**src/rtl/divisor_seq.sv**
```systemverilog
// rtl/divisor_seq.sv - multi-cycle restoring divider, one quotient bit per clock
// Optional feature: define SIGNED_DIV_EN for two's complement operands.
module divisor_seq #(
  parameter int N = 8
) (
  input  logic         clk,
  input  logic         rst_n,
  input  logic         startIn,
  input  logic [N-1:0] aIn,
  input  logic [N-1:0] bIn,
  output logic [N-1:0] cOut,
  output logic [N-1:0] mod,
  output logic         busy,
  output logic         done,
  output logic         divZero
);

  localparam int CW = (N > 2) ? $clog2(N) : 1;

  typedef enum logic [1:0] {IDLE, CALC, DONE} state_t;

  state_t        state;
  logic [CW-1:0] cnt;
  logic [N-1:0]  rem;
  logic [N-1:0]  quo;
  logic [N-1:0]  dvs;

  logic [N:0]    rem_sh;
  logic [N:0]    trial;
  logic [N-1:0]  rem_nx;
  logic [N-1:0]  quo_nx;
  logic [N-1:0]  a_mag;
  logic [N-1:0]  b_mag;
  logic [N-1:0]  q_res;
  logic [N-1:0]  r_res;

`ifdef SIGNED_DIV_EN
  logic q_neg;
  logic r_neg;

  // Operand magnitudes feed the unsigned core; final result gets signs restored.
  always_comb begin
    a_mag = aIn[N-1] ? (~aIn + 1'b1) : aIn;
    b_mag = bIn[N-1] ? (~bIn + 1'b1) : bIn;
    q_res = q_neg ? (~quo_nx + 1'b1) : quo_nx;
    r_res = r_neg ? (~rem_nx + 1'b1) : rem_nx;
  end
`else
  // Unsigned build: operands and results pass straight through.
  always_comb begin
    a_mag = aIn;
    b_mag = bIn;
    q_res = quo_nx;
    r_res = rem_nx;
  end
`endif

  // One restoring step: shift {rem,quo} left, trial-subtract, keep or restore.
  always_comb begin
    rem_sh = {rem, quo[N-1]};
    trial  = rem_sh - {1'b0, dvs};
    if (!trial[N]) begin
      rem_nx = trial[N-1:0];
      quo_nx = {quo[N-2:0], 1'b1};
    end else begin
      rem_nx = rem_sh[N-1:0];
      quo_nx = {quo[N-2:0], 1'b0};
    end
  end

  // Control FSM with registered outputs; DONE holds the extra cycle before the done pulse.
  always_ff @(posedge clk or negedge rst_n) begin
    if (!rst_n) begin
      state   <= IDLE;
      cnt     <= '0;
      rem     <= '0;
      quo     <= '0;
      dvs     <= '0;
      cOut    <= '0;
      mod     <= '0;
      busy    <= 1'b0;
      done    <= 1'b0;
      divZero <= 1'b0;
`ifdef SIGNED_DIV_EN
      q_neg   <= 1'b0;
      r_neg   <= 1'b0;
`endif
    end else begin
      case (state)
        CALC: begin
          rem <= rem_nx;
          quo <= quo_nx;
          if (cnt == '0) begin
            cOut    <= q_res;
            mod     <= r_res;
            divZero <= 1'b0;
            state   <= DONE;
          end else begin
            cnt <= cnt - 1'b1;
          end
        end
        default: begin
          // IDLE and DONE both accept a new start; DONE also emits the done pulse.
          done  <= (state == DONE);
          busy  <= 1'b0;
          state <= IDLE;
          if (startIn) begin
            busy <= 1'b1;
            if (bIn == '0) begin
              cOut    <= '1;
              mod     <= aIn;
              divZero <= 1'b1;
              state   <= DONE;
            end else begin
              dvs   <= b_mag;
              quo   <= a_mag;
              rem   <= '0;
              cnt   <= CW'(N - 1);
              state <= CALC;
`ifdef SIGNED_DIV_EN
              q_neg <= aIn[N-1] ^ bIn[N-1];
              r_neg <= aIn[N-1];
`endif
            end
          end
        end
      endcase
    end
  end

endmodule
```
**config.mk**
```make
export PLATFORM = sky130hd
export DESIGN_NAME = divisor_seq
export DESIGN_NICKNAME = d
export VERILOG_FILES = /design/src/rtl/divisor_seq.sv
export SDC_FILE = /design/constraint.sdc
export NUM_CORES = 1
export LEC_CHECK = 0
export ABC_AREA = 0
export CAP_MARGIN = 20
export CORE_UTILIZATION = 40
export DETAILED_ROUTE_END_ITERATION = 10
export PLACE_DENSITY = 0.62
export SETUP_SLACK_MARGIN = 0.2
export SLEW_MARGIN = 25
export SYNTH_ARGS = -nofsm -noshare
export SYNTH_HDL_FRONTEND = slang
export SYNTH_SLANG_ARGS = --single-unit
```
**constraint.sdc**
```tcl
create_clock -name clk -period 2.9 [get_ports clk]
set_input_delay 0.29 -clock clk [delete_from_list [all_inputs] [get_ports clk]]
set_output_delay 0.29 -clock clk [all_outputs]
set_load 0.1 [all_outputs]
```
==> run_results.csv, run 1 <==
group,metric,value,unit
synth,synth_edf_count,0,
critical_path,cp_slowest_stage_delay,0.42,ns
grt,grt_pass1_wl,8780,um
critical_path,crit_family,"compound AO/OA/AOI/OAI gates",
grt,grt_max_degree,49,
clocking,hold_buffers,0,
floorplan,start_util,41.7,%
place,io_buffers,37,
synth,synth_common_cells,"48 x dfrtp_1, 37 x nor2_1, 26 x nand2_1, 19 x inv_1, 15 x o21ai_0",
synth,ys.flop_type,"dfrtp_1",
critical_path,crit_type,"flip-flop to flip-flop",
synth,yosysWarnings,0,
clocking,cts_tree,"built",
critical_path,crit_buf_inv,2,
critical_path,critPathSlowestCell,"fa_1",
synth,synth_cells,252,
clocking,cts-buffers-inserted,5,
synth,syn_nets,282,
synth,synth_area_leaders,"dfrtp_1 49%, nor2_1 5.6%, ha_1 5.1%",
grt,grt_pass1_vias,1816,
finish,layout.nets,318,
floorplan,die_x,80.6,um
routing,avgViaCountPerCell,5.17,
timing,tns,0,ns
floorplan,core,5920,sq um
synth,yosysTopAreaCell,"dfrtp_1",
routing,num_vias,1883,
synth,avgSynthCellArea,9.80,sq um
synth,ys_async_sr_fraction,100,%
place,dp_hpwl,3820,um
place,gp_congestion,0.785,
routing,drc,0,
finish,antennaDiodeCount,0,
timing,tightest_slew,0.606,ns
critical_path,required,3.11,ns
timing,report.final.slew_viol_count,0,
timing,hold_viol_final,5,
floorplan,die_h,80.6,um
critical_path,path_cells,"inv_1 > ha_1 > inv_1 > fa_1 > a21oi_2 > o21ai_2 > a31oi_4 > xnor2_4 > mux2_4 > a221oi_2",
timing,period_minus_slack,2.59,ns
critical_path,startpoint,"quo[7]",
clocking,h-tree-depth,2,
status,status,"complete, but fails checks",
critical_path,cp-start-kind,"flip-flop",
synth,synth.distinct_cells,39,
critical_path,crit_path_end_kind,"flip-flop",
routing,antenna_left,0,
grt,grt_overflow,0,
grt,grt_usage,17.8,%
critical_path,reg2reg_from,"quo[7]",
timing,finClkSkew,0.00548,ns
timing,worst_hold_slack,-0.00530,ns
finish,syn2layout_area_growth,20.5,%
routing,wl_per_cell,14.4,um
clocking,clk_pin_slew,0.09,ns
finish,layout-drive-gt1-share,16.3,%
timing,max_freq,0.386,GHz
floorplan,dieArea,6490,sq um
timing,period_share,89.3,%
synth,yosysMostFrequentCell,"dfrtp_1",
flow_run,drv_cap,0,
clocking,cts.path.max_buffers,2,
routing,drtIter0Drc,78,
timing,setup_viol,0,
clocking,clk_latency,0.30,ns
clocking,cts_root_buf,"clkbuf_8",
synth,ys_ff_latch,48,
critical_path,path_max_fanout,9,
grt,antenna_found_initial,0,
clocking,cts.sinks,48,
timing,relSlewSlack,59.2,%
critical_path,cp_data_arrival_time,2.80,ns
synth,syn-cell-area,2470,sq um
synth,synth_top_area_share,48.7,%
status,violations,"hold timing",
routing,firstDrtPassIters,4,
routing,wirelength,5250,um
synth,seq_area_frac_synth,48.7,%
timing,rsz0062_at_grt,"false",
min_path,hold_path.class,"primary input to asynchronous set/reset pin",
critical_path,crit_path_frequent_cell,"inv_1",
floorplan,rows,28,
finish,n_fill_cell,567,
floorplan,io_pins,38,
stage by stage:
step           cells  setup slack (ns)  hold slack [ns]  area [sq um]  util [%]
2_1_floorplan    252             0.441         -0.00559          2470         -
6_report         364             0.310         -0.00530          2970      50.2
4_1_cts          364             0.279           0.0145          2970      50.2
5_1_grt          364             0.185           0.0397          2970      50.2
3_5_place_dp     356             0.282            0.350          2860      48.4
3_3_place_gp     356             0.335            0.454          2860      48.3
repair_timing:
action | in CTS | in global routing
buffers inserted | 0 | 0
resized for setup | 0 | 1
endpoints found under the hold margin | 0 | 0
endpoints found under the setup margin | 0 | 4
registers in the layout, summed over array words and instances (netlist names), 2 cells and up:
name   cells
rem        8
quo        8
cnt        3
state      2
dvs        8
mod        8
cOut       8
layer usage:
layer	GRT usage, %	part of all wire (%)
met5	0	0
met4	4.29	0.88
met1	26.7	51
met2	26.0	45
met3	3.52	3.5
cells in the final DEF (no fill, tap or decap), drive strengths merged, types with 2 or more instances in the layout:
master         synthesis  layout
nor2                  37      37
nand3                  9       9
clkbuf                10       6
a31oi                  9       9
nor2b                  2       2
xnor2                  4       4
nor4                   2       2
and2                   2       2
xor2                   2       2
buf                    1      23
clkdlybuf4s50          0      17
mux2                   9       9
a21oi                 14      14
dfrtp                 48      48
a2111oi                2       2
nand2                 26      26
ha                    10      10
a221oi                 8       8
mux2i                  6       6
inv                   19      19
o21ai                 17      17
o21a                   2       2
a22oi                  3       3
cells by family (layout without fill, tap and decap cells):
logic type	after synthesis	in the layout	synth area share [%]
fa+ha+maj	11	11	5.88
mux	15	15	6.69
xor+xnor	6	6	2.89
flops	48	48	48.7
compound gates	60	60	17.2
buf+inv	30	67	4.61
simple gates	82	82	14.0
cell type report:
class / instances / area [sq um] / area share [%]
Sequential cell: 48 / 1200 / 40.4
Multi-Input combinational cell: 174 / 1160 / 38.9
Timing Repair Buffer: 40 / 343 / 11.5
Inverter: 19 / 71.3 / 2.40
Clock buffer: 6 / 72.6 / 2.44
Tap cell: 75 / 93.8 / 3.16
Clock inverter: 2 / 35.0 / 1.18
final timing paths:
check / end / slack [ns] / cells past startpoint
min in group clk: cnt[0] / 0.48 / 1
max in group asynchronous: rem[5] / 2.51 / 1
setup reg to reg: mod[0] / 0.31 / 10
setup / recovery: mod[0] / 0.31 / 10
hold reg to reg: cnt[0] / 0.48 / 1
hold / removal: cOut[0] / -0.005 / 1
Power of run 1 is not shown: default switching activity piles up to over one toggle a cycle in this logic, so the estimate is an artifact.
==> run 2: changes to the inputs <==
--- a/config.mk
+++ b/config.mk
@@ -7,9 +7,9 @@
 export LEC_CHECK = 0
 export ABC_AREA = 0
 export CAP_MARGIN = 20
-export CORE_UTILIZATION = 40
+export CORE_UTILIZATION = 35
 export DETAILED_ROUTE_END_ITERATION = 10
-export PLACE_DENSITY = 0.62
+export PLACE_DENSITY = 0.56
 export SETUP_SLACK_MARGIN = 0.2
 export SLEW_MARGIN = 25
 export SYNTH_ARGS = -nofsm -noshare
==> run 2 against run 1 <==
Net effect: the flow now finishes without violations; flip-flop and latch count unchanged; sequential share of layout area shrank 0.30 points; setup slack improved by 0.034 ns; global-route usage decreased by 1.7 points; critical path depth did not move; non-clock buffer count rose by 1.
==> run_results.csv, run 2 (synthesis gave the netlist of run 1 again) <==
group,metric,value,unit
status,status,"completed",
routing,wl_per_cell,14.2,um
critical_path,r2r_cells,10,
critical_path,reg2reg_from,"quo[7]",
routing,drc,0,
clocking,post-cts-setup-buffer-count,0,
clocking,cts_root_buf,"clkbuf_8",
finish,regArea,1200,sq um
clocking,post_cts_resized,0,
min_path,hold_path.class,"primary input to asynchronous set/reset pin",
clocking,clk_latency,0.29,ns
floorplan,rows,30,
timing,period_minus_slack,2.56,ns
floorplan,dieArea,7390,sq um
timing,rsz0062_at_grt,"true",
clocking,hold_buffers,0,
floorplan,start_util,36.3,%
grt,antenna_found_initial,0,
routing,drtIter0Drc,77,
clocking,h-tree-depth,2,
timing,hold_viol_final,0,
routing,num_vias,1906,
critical_path,path_max_fanout,9,
finish,syn2layout_area_growth,21.4,%
finish,antennaDiodeCount,0,
critical_path,r2r-end,"mod[0]",
routing,wirelength,5490,um
grt,grt_overflow,0,
critical_path,crit_path_end_kind,"flip-flop",
grt,grt_max_degree,49,
critical_path,required,3.11,ns
timing,finClkSkew,0.00678,ns
routing,avgViaCountPerCell,4.95,
place,gp_congestion,0.738,
critical_path,cp-start-kind,"flip-flop",
grt,grt_pass1_vias,1831,
floorplan,die_x,86.0,um
floorplan,core,6790,sq um
routing,firstDrtPassIters,4,
finish,layout-drive-gt1-share,16.6,%
timing,relSlewSlack,58.6,%
place,dp_hpwl,4100,um
critical_path,crit_type,"flip-flop to flip-flop",
finish,n_fill_cell,685,
critical_path,cp_data_arrival_time,2.76,ns
finish,layout.nets,319,
timing,tns,0,ns
clocking,cts.path.max_buffers,2,
finish,final_common_cell,"dfrtp_1",
place,io_buffers,37,
timing,period_share,88.1,%
finish,layout_common_cells,"48 x dfrtp_1, 37 x nor2_1, 26 x nand2_1, 24 x buf_4, 19 x inv_1",
grt,grt_usage,16.1,%
routing,antenna_left,0,
grt,grt_pass1_wl,9300,um
timing,report.final.slew_viol_count,0,
clocking,cts-buffers-inserted,5,
clocking,clk_pin_slew,0.09,ns
timing,tightest_slew,0.621,ns
flow_run,drv_cap,0,
timing,setup_viol,0,
clocking,cts_tree,"built",
floorplan,die_h,86.0,um
clocking,cts.sinks,48,
finish,multiInputGateArea,1160,sq um
critical_path,r2r_slack,0.34,ns
timing,max_freq,0.391,GHz
floorplan,io_pins,38,
run 2: changes by cell type in the layout (fill, tap and decap cells not counted), sizes merged:
cell	change
clkbuf	+1
bufinv	-1
buf	+1
clkinv	-1
run 2: per-stage QoR:
stage	hold slack, ns	area [sq um]	std cells	util (%)	setup WS [ns]
5_1_grt	0.0520	3000	385	44.1	0.198
4_1_cts	0.0291	2990	385	44.1	0.245
3_5_place_dp	0.354	2900	378	42.6	0.272
2_1_floorplan	-0.00559	2470	252	-	0.441
3_3_place_gp	0.460	2890	378	42.6	0.328
6_report	0.00696	3000	385	44.1	0.344
run 2: worst max-delay path, cell delays in order (launching register included):
cell and delay (ns):
dfrtp_1 0.38, inv_1 0.07, ha_1 0.16, inv_1 0.05
fa_1 0.41, a21oi_2 0.20, o21ai_2 0.10, a31oi_4 0.25
xnor2_4 0.22, mux2_4 0.36, a221oi_2 0.26
run 2: layout make-up:
type                       count  area share [%]
inverter                      19            2.38
clock buffer                   7            3.22
sequential                    48            40.1
timing repair buffer          41            11.7
tap                           96            4.01
multi-input combinational    174            38.6
run 2: layer usage:
layer	vias to the layer above	part of all wire [%]	global-route usage (%)
met4	0	0.69	3.18
met1	918	49	22.3
met5	-	0	0
met3	4	3.2	3.08
li1	947	-	-
met2	37	47	26.2
run 2: worst max path at each step:
stage | start | to | slack (ns) | cells past startpoint
3_3_place_gp | quo[7] | mod[0] | 0.33 | 10
6_report | quo[7] | mod[0] | 0.34 | 10
3_5_place_dp | quo[7] | mod[0] | 0.27 | 10
2_1_floorplan | quo[7] | mod[0] | 0.44 | 10
4_1_cts | quo[7] | mod[0] | 0.25 | 10
5_1_grt | quo[7] | mod[0] | 0.20 | 10
Power of run 2 is left out for the same reason.
==> run 3: changes to the inputs <==
--- a/config.mk
+++ b/config.mk
@@ -7,9 +7,9 @@
 export LEC_CHECK = 0
 export ABC_AREA = 0
 export CAP_MARGIN = 20
-export CORE_UTILIZATION = 35
+export CORE_UTILIZATION = 53
 export DETAILED_ROUTE_END_ITERATION = 10
-export PLACE_DENSITY = 0.56
+export PLACE_DENSITY = 0.79
 export SETUP_SLACK_MARGIN = 0.2
 export SLEW_MARGIN = 25
 export SYNTH_ARGS = -nofsm -noshare
==> run 3 against run 2 <==
Net effect: sequential share of layout area is 0.51 points higher; routed wire length down 5.3%; critical path depth unchanged; cell count down 11%; setup slack improved by 0.012 ns; flip-flop and latch count is the same; die area decreased by 33%; register-to-register slack barely moved; critical path type unchanged; critical endpoint unchanged.
==> run_results.csv, run 3 (synthesis gave the netlist of run 1 again) <==
group,metric,value,unit
timing,hold_viol_final,0,
critical_path,r2r_cells,10,
finish,fin_area,2960,sq um
finish,antennaDiodeCount,0,
clocking,cts_tree,"built",
critical_path,crit_end,"mod[0]",
status,status,"completed",
grt,antenna_found_initial,0,
place,dpl_cell_area,2850,sq um
critical_path,startpoint,"quo[7]",
floorplan,die_h,70.2,um
critical_path,r2r-end,"mod[0]",
finish,n_fill_cell,344,
critical_path,reg2reg_from,"quo[7]",
floorplan,core,4410,sq um
finish,layout-drive-gt1-share,16.5,%
finish,final_common_cell,"dfrtp_1",
routing,wirelength,5200,um
grt,grt_pass1_wl,8970,um
routing,firstDrtPassIters,4,
floorplan,io_pins,38,
timing,setup_viol,0,
timing,tightest_slew,0.547,ns
routing,num_vias,1916,
timing,relSlewSlack,63.5,%
clocking,cts-buffers-inserted,5,
finish,layout.nets,320,
place,io_buffers,37,
timing,worst_hold_slack,0.471,ns
critical_path,crit_path_end_kind,"flip-flop",
grt,grt_overflow,0,
critical_path,path_max_fanout,9,
clocking,h-tree-depth,2,
floorplan,die_x,70.2,um
finish,regArea,1200,sq um
routing,avgViaCountPerCell,5.59,
finish,syn2layout_area_growth,19.9,%
place,gp_congestion,0.905,
floorplan,dieArea,4930,sq um
grt,grt_usage,23.1,%
finish,multiInputGateArea,1160,sq um
clocking,clk_latency,0.30,ns
clocking,cts.path.max_buffers,2,
min_path,hold_path.class,"primary input to asynchronous set/reset pin",
timing,rsz0062_at_grt,"true",
critical_path,crit_type,"flip-flop to flip-flop",
timing,max_freq,0.393,GHz
timing,period_share,87.7,%
routing,wl_per_cell,15.1,um
floorplan,start_util,55.9,%
timing,finClkSkew,0.0134,ns
timing,report.final.slew_viol_count,0,
critical_path,cp-start-kind,"flip-flop",
routing,drc,0,
grt,grt_max_degree,30,
flow_run,drv_cap,0,
clocking,cts.sinks,48,
timing,period_minus_slack,2.54,ns
routing,antenna_left,0,
critical_path,required,3.11,ns
clocking,clk_pin_slew,0.09,ns
routing,drtIter0Drc,111,
grt,grt_pass1_vias,1858,
finish,layout_common_cells,"48 x dfrtp_1, 37 x nor2_1, 26 x nand2_1, 22 x buf_4, 19 x inv_1",
floorplan,rows,24,
critical_path,cp_data_arrival_time,2.76,ns
timing,tns,0,ns
clocking,cts_root_buf,"clkbuf_8",
place,dp_hpwl,3860,um
critical_path,r2r_slack,0.36,ns
-- run 3: cell type report --
type | instances | area share (%)
Tap cell | 52 | 2.20
Clock buffer | 7 | 2.92
Sequential cell | 48 | 40.6
Inverter | 19 | 2.41
Timing Repair Buffer | 42 | 12.5
Multi-Input combinational cell | 174 | 39.1
Clock inverter | 1 | 0.254
-- run 3: what timing repair did --
| action | 4_1_cts | 5_1_grt |
|---|---|---|
| hold endpoints to repair | 19 | 0 |
| setup endpoints to repair | 0 | 7 |
| gates resized for setup | 0 | 1 |
| hold buffers | 1 | 0 |
| setup buffers | 0 | 0 |
-- run 3: how the worst min path moves through the flow --
stage,cells after the start,endpoint,slack [ns]
floorplan,0,busy,-0.006
global placement,1,cnt[0],0.46
detailed placement,1,dvs[7],0.27
CTS,2,dvs[7],0.48
global route,1,done,0.52
finish,2,dvs[7],0.47
-- run 3: critical path: stages, from the launching register on --
cell and delay, ns:
dfrtp_1 0.38, inv_1 0.08, ha_1 0.17, inv_1 0.05, fa_1 0.41, a21oi_2 0.20, o21ai_2 0.10, a31oi_4 0.25
xnor2_4 0.23, mux2_4 0.35, a221oi_2 0.25
-- run 3: layer usage --
metal  vias up  track usage, %  share of wire, %
met5         -               0                 0
met4         0            6.44              0.48
met3         2            4.18               4.5
met2        45            35.6                46
met1       920            33.8                49
li1        949               -                 -
-- run 3: metrics by stage --
step	utilization (%)	std cells	setup WS (ns)
floorplan	-	252	0.441
detailed placement	64.6	334	0.282
global placement	64.1	333	0.346
global route	67.0	343	0.180
CTS	67.0	343	0.274
finish	67.0	343	0.356
Power of run 3 is left out for the same reason.
